--- src/rtl/rx_frame_pkg.sv ---
// rx_frame_pkg: parity modes, queued entry layout and frame-width helper for the Rx frame extractor
package rx_frame_pkg;
    localparam int PARITY_NONE = 0;
    localparam int PARITY_EVEN = 1;
    localparam int PARITY_ODD  = 2;
    localparam int MAX_DATA_W  = 9;
    typedef struct packed {
        logic                  framing_err;
        logic                  parity_err;
        logic                  parity_bit;
        logic [MAX_DATA_W-1:0] data;
    } entry_t;
    function automatic int pkt_w(input int data_w, input int parity_mode, input int stop_bits);
        return 1 + data_w + ((parity_mode != PARITY_NONE) ? 1 : 0) + stop_bits;
    endfunction
endpackage

--- src/rtl/rx_frame_fifo.sv ---
// rx_frame_fifo: synchronous FIFO; a push into a full queue is accepted only alongside a pop
module rx_frame_fifo #(
    parameter int W     = 8,
    parameter int DEPTH = 4
) (
    input  logic         clk,
    input  logic         reset_n,
    input  logic         push,
    input  logic         pop,
    input  logic [W-1:0] wr_data,
    output logic [W-1:0] rd_data,
    output logic         full,
    output logic         empty
);
    localparam int AW = $clog2(DEPTH);
    logic [W-1:0]  mem_q [DEPTH];
    logic [AW-1:0] wr_ptr_q, rd_ptr_q;
    logic [AW:0]   count_q;
    logic          do_push, do_pop;
    assign empty   = count_q == '0;
    assign full    = count_q == (AW+1)'(DEPTH);
    assign do_pop  = pop & ~empty;
    assign do_push = push & (~full | do_pop);
    assign rd_data = mem_q[rd_ptr_q];
    always_ff @(posedge clk) begin
        if (!reset_n) begin
            for (int i = 0; i < DEPTH; i++) mem_q[i] <= '0;
            wr_ptr_q <= '0;
            rd_ptr_q <= '0;
            count_q  <= '0;
        end else begin
            if (do_push) mem_q[wr_ptr_q] <= wr_data;
            wr_ptr_q <= wr_ptr_q + AW'(do_push);
            rd_ptr_q <= rd_ptr_q + AW'(do_pop);
            count_q  <= count_q + (AW+1)'(do_push) - (AW+1)'(do_pop);
        end
    end
endmodule

--- src/rtl/rx_frame_extractor.sv ---
// rx_frame_extractor: captures Rx frames on the completion strobe's rising edge, checks them and queues the results
module rx_frame_extractor import rx_frame_pkg::*; #(
    parameter int DATA_W      = 8,
    parameter int PARITY_MODE = 1,
    parameter int STOP_BITS   = 1,
    parameter int FIFO_DEPTH  = 4,
    parameter int CNT_W       = 8,
    localparam int PKT_W      = pkt_w(DATA_W, PARITY_MODE, STOP_BITS)
) (
    input  logic              clk,
    input  logic              reset_n,
    input  logic [PKT_W-1:0]  packet,
    input  logic              packet_completion,
    input  logic              out_ready,
    input  logic              clear_overrun,
    output logic              out_valid,
    output logic [DATA_W-1:0] out_data,
    output logic              out_parity_bit,
    output logic              out_parity_err,
    output logic              out_framing_err,
    output logic              overrun,
    output logic [CNT_W-1:0]  frame_count,
    output logic [CNT_W-1:0]  error_count
);
    logic              prev_q, overrun_q;
    logic [CNT_W-1:0]  frame_q, error_q;
    logic              capture, pop, full, empty, drop, par, par_exp;
    logic [DATA_W-1:0] data;
    entry_t            entry_d, head;
    assign capture = packet_completion & ~prev_q;
    assign data    = packet[DATA_W:1];
    assign par     = (PARITY_MODE != PARITY_NONE) ? packet[DATA_W+1] : 1'b0;
    assign par_exp = (PARITY_MODE == PARITY_ODD) ? ~^data : ^data;
    always_comb begin
        entry_d             = '0;
        entry_d.data        = MAX_DATA_W'(data);
        entry_d.parity_bit  = par;
        entry_d.parity_err  = (PARITY_MODE != PARITY_NONE) && (par != par_exp);
        entry_d.framing_err = packet[0] | ~&packet[PKT_W-1 -: STOP_BITS];
    end
    assign pop  = ~empty & out_ready;
    assign drop = capture & full & ~pop;
    rx_frame_fifo #(.W($bits(entry_t)), .DEPTH(FIFO_DEPTH)) u_fifo (
        .clk     (clk),
        .reset_n (reset_n),
        .push    (capture),
        .pop     (pop),
        .wr_data (entry_d),
        .rd_data (head),
        .full    (full),
        .empty   (empty)
    );
    // prev_q resets high so a strobe already asserted at reset release is not treated as a new frame
    always_ff @(posedge clk) begin
        if (!reset_n) begin
            prev_q    <= 1'b1;
            overrun_q <= 1'b0;
            frame_q   <= '0;
            error_q   <= '0;
        end else begin
            prev_q    <= packet_completion;
            overrun_q <= drop | (overrun_q & ~clear_overrun);
            frame_q   <= frame_q + CNT_W'(capture & ~&frame_q);
            error_q   <= error_q + CNT_W'(capture & (entry_d.parity_err | entry_d.framing_err) & ~&error_q);
        end
    end
    assign out_valid       = ~empty;
    assign out_data        = DATA_W'(head.data);
    assign out_parity_bit  = head.parity_bit;
    assign out_parity_err  = head.parity_err;
    assign out_framing_err = head.framing_err;
    assign overrun         = overrun_q;
    assign frame_count     = frame_q;
    assign error_count     = error_q;
endmodule

--- config.mk ---
export PLATFORM = sky130hd
export DESIGN_NAME = rx_frame_extractor
export DESIGN_NICKNAME = d
export VERILOG_FILES = /design/src/rtl/rx_frame_pkg.sv /design/src/rtl/rx_frame_fifo.sv /design/src/rtl/rx_frame_extractor.sv
export SDC_FILE = /design/constraint.sdc
export NUM_CORES = 1
export LEC_CHECK = 0
export CAP_MARGIN = 10
export CORE_MARGIN = 4
export CORE_UTILIZATION = 25
export CTS_BUF_LIST = sky130_fd_sc_hd__clkbuf_4 sky130_fd_sc_hd__clkbuf_8
export CTS_CLUSTER_DIAMETER = 40
export DETAILED_ROUTE_END_ITERATION = 10
export GPL_TIMING_DRIVEN = 0
export HOLD_SLACK_MARGIN = 0.03
export PLACE_DENSITY_LB_ADDON = 0.1
export SYNTH_ARGS = -nofsm -noshare
export SYNTH_HDL_FRONTEND = slang
export SYNTH_SLANG_ARGS = --single-unit
--- constraint.sdc ---
create_clock -name clk -period 2.5 [get_ports clk]
set_input_delay 0.375 -clock clk [delete_from_list [all_inputs] [get_ports clk]]
set_output_delay 0.375 -clock clk [all_outputs]
set_load 0.05 [all_outputs]
==> metrics.txt <==
Final #Nets=326; Cells after Synth=242; unrepaired setup endpoints after global routing=no; maximum clock frequency=420 MHz; Die Ht=120 microns; Worst Max-Slew Pin Slew=0.612 ns; overall power=0.00333 W; worst rel slew slack=59.0%; total of max-cap violations=0; drt initial violations=68; row cnt=40; CTS Root Cell=clkbuf_8; critical path endpoint=out_parity_err; setup TNS=0 ns; Worst VDD drop=0.000281 V; most frequent cells in the layout=edfxtp_1 (44), and2_1 (39), clkdlybuf4s50_1 (26); post-route setup slack=0.117 ns; routability congestion estimate=0.710; Cells after DPL=458; Post-Layout Cell Count=474; Post-CTS Setup Inserts=0; clock latency on the worst-skew pair=0.36 ns; crit share post-route=95.3%; CP startpoint=u_fifo.rd_ptr_q[0]; final hold vios=0; Total GRT Usage=10.9%; antenna violations before repair=0; startpoint types=flop; final setup fails=0; H-tree Lvls=3; clk slew on worst S/H paths=0.08 ns; layout cells sized above 1=16.0%; Crit Path Category=flop to output port; Synthesized Nets=267; sequential fraction of the synthesis area=58.1%; CP required=2.12 ns; fillers=1240; DRC Markers=0; CTS Buf Count=9; R2R setup slack=0.18 ns; routed wire length=7.23 mm; WHS=0.441 ns; r2r endpoint=u_fifo.count_q[2]; clk sinks=69; num ports=45; RR Startpoint=u_fifo.count_q[0]; Port Buffers=44; first-pass GRT wire length=11.5 mm; crit-path max FO=10; commonest non-fill, non-tap cell in the layout=edfxtp_1; pre-CTS WS=-0.586 ns; drt pass-1 iters=4; Yosys reg bits=69; DR vias=1947; Final min period=2.38 ns; Worst EP arrival=2.01 ns; Routed Antenna Nets=0; core area=12200 sq um; CTS max path bufs=2; Initial Util=25.8%; Die Wd=120 microns; R2R cell count=10; outcome=complete, no violations; gr ovfl total=0; Yosys warning total=0; syn avg cell area=12.9 sq um; DPL Wire Length=4.89 mm; hold buffers post-CTS=0; Max Slew Vio Count=0; Synth cell types=28; drt via density=4.11; hold crit path type=input port to flop; Cell Area, Synth=3130 sq um; Crit. End Element=output port; area grow syn2layout=31.5%; largest net degree at the start of global routing=12; vias in the first global route=2021; die area=14400 sq um; Power per Cell Area=809 nW/um^2; Leakage=1.66 nW; CTS tree=done; Worst Clk Skew=0.00940 ns; # diodes=0; WL per Instance=15.3 microns
-- metrics by stage --
stage	utilization (%)	area (sq um)
floorplan	-	3140
detailed placement	31.5	3830
global placement	31.2	3790
global route	33.9	4120
CTS	33.5	4070
finish	33.9	4120
-- logic make-up after synthesis --
logic type | Yosys count | share of synthesized area (%)
and+or+nand+nor | 101 | 19.0
DFF | 69 | 58.1
xor gates and xnor gates | 20 | 6.31
buffers and inverters | 20 | 2.48
AOI/OAI and AO/OA | 12 | 2.36
muxes | 11 | 7.91
adders and majority gates | 9 | 3.83
-- report_power, final --
| group | internal, W | switching (W) |
|---|---|---|
| Sequential | 0.00128 | 0.0000462 |
| Clock | 0.000680 | 0.000425 |
| Combinational | 0.000371 | 0.000528 |
| Total | 0.00233 | 0.000999 |
-- critical path, stage by stage (launching register included) --
cell,delay [ns]
dfxtp_1,0.38
buf_4,0.27
mux4_2,0.55
dlygate4sd2_1,0.44
-- state kept, by name, indices dropped and copies added (netlist names) --
signal           count
frame_count          8
error_count          8
overrun              1
u_fifo.mem_q        44
u_fifo.count_q       3
prev_q               1
u_fifo.rd_ptr_q      2
u_fifo.wr_ptr_q      2
-- layer usage --
| layer | share of wire [%] | track usage, % | vias to the layer above | wire [microns] |
|---|---|---|---|---|
| met5 | 0 | 0 | - | 0 |
| met4 | 1.7 | 4.29 | 0 | 125 |
| met3 | 5.0 | 3.96 | 10 | 360 |
| met2 | 44 | 15.9 | 51 | 3180 |
| met1 | 49 | 14.6 | 908 | 3570 |
| li1 | - | - | 978 | - |
-- cell type report --
type	count	area, sq um	area share [%]
sequential	69	1820	44.2
inverter	9	33.8	0.820
tap	168	210	5.10
clock buffer	11	139	3.37
timing repair buffer	48	472	11.4
multi-input combinational	153	1290	31.4
buffer	11	51.3	1.25
clock inverter	5	98.8	2.40
-- synthesized netlist by cell type (all sizes together) --
library cell	number	area, sq um
and3	21	134
nor2	8	30.0
dfxtp	25	500
edfxtp	44	1320
nand2b	2	12.5
a32oi	1	8.76
nor3	3	15.0
clkbuf	9	33.8
nor4b	1	15.0
buf	2	10.0
and2	39	244
nand3	6	30.0
inv	9	33.8
a211oi	1	7.51
xor2	8	70.1
mux4	11	248
xnor2	11	104
nand2	7	26.3
fa	1	20.0
nor2b	8	50.1
ha	8	100
or3	4	25.0
a21boi	3	22.5
o21ai	7	35.0
nand4	2	12.5
xnor3	1	23.8
-- worst min path at each step --
stage | slack (ns) | end | start | cells after the start
5_1_grt | 0.43 | u_fifo.mem_q[1][5] | packet[6] | 2
2_1_floorplan | 0.48 | prev_q | packet_completion | 1
6_report | 0.44 | u_fifo.mem_q[2][5] | packet[6] | 2
3_3_place_gp | 0.50 | frame_count[7] | frame_count[7] | 2
3_5_place_dp | 0.50 | frame_count[5] | frame_count[5] | 2
4_1_cts | 0.52 | frame_count[5] | frame_count[5] | 2
-- what timing repair did --
| action | CTS | global route |
|---|---|---|
| resized for setup | 22 | 13 |
| endpoints found under the setup margin | 17 | 6 |
| pin swaps | 3 | 4 |
| endpoints found under the hold margin | 0 | 0 |
(Power assumes the default switching activity.)
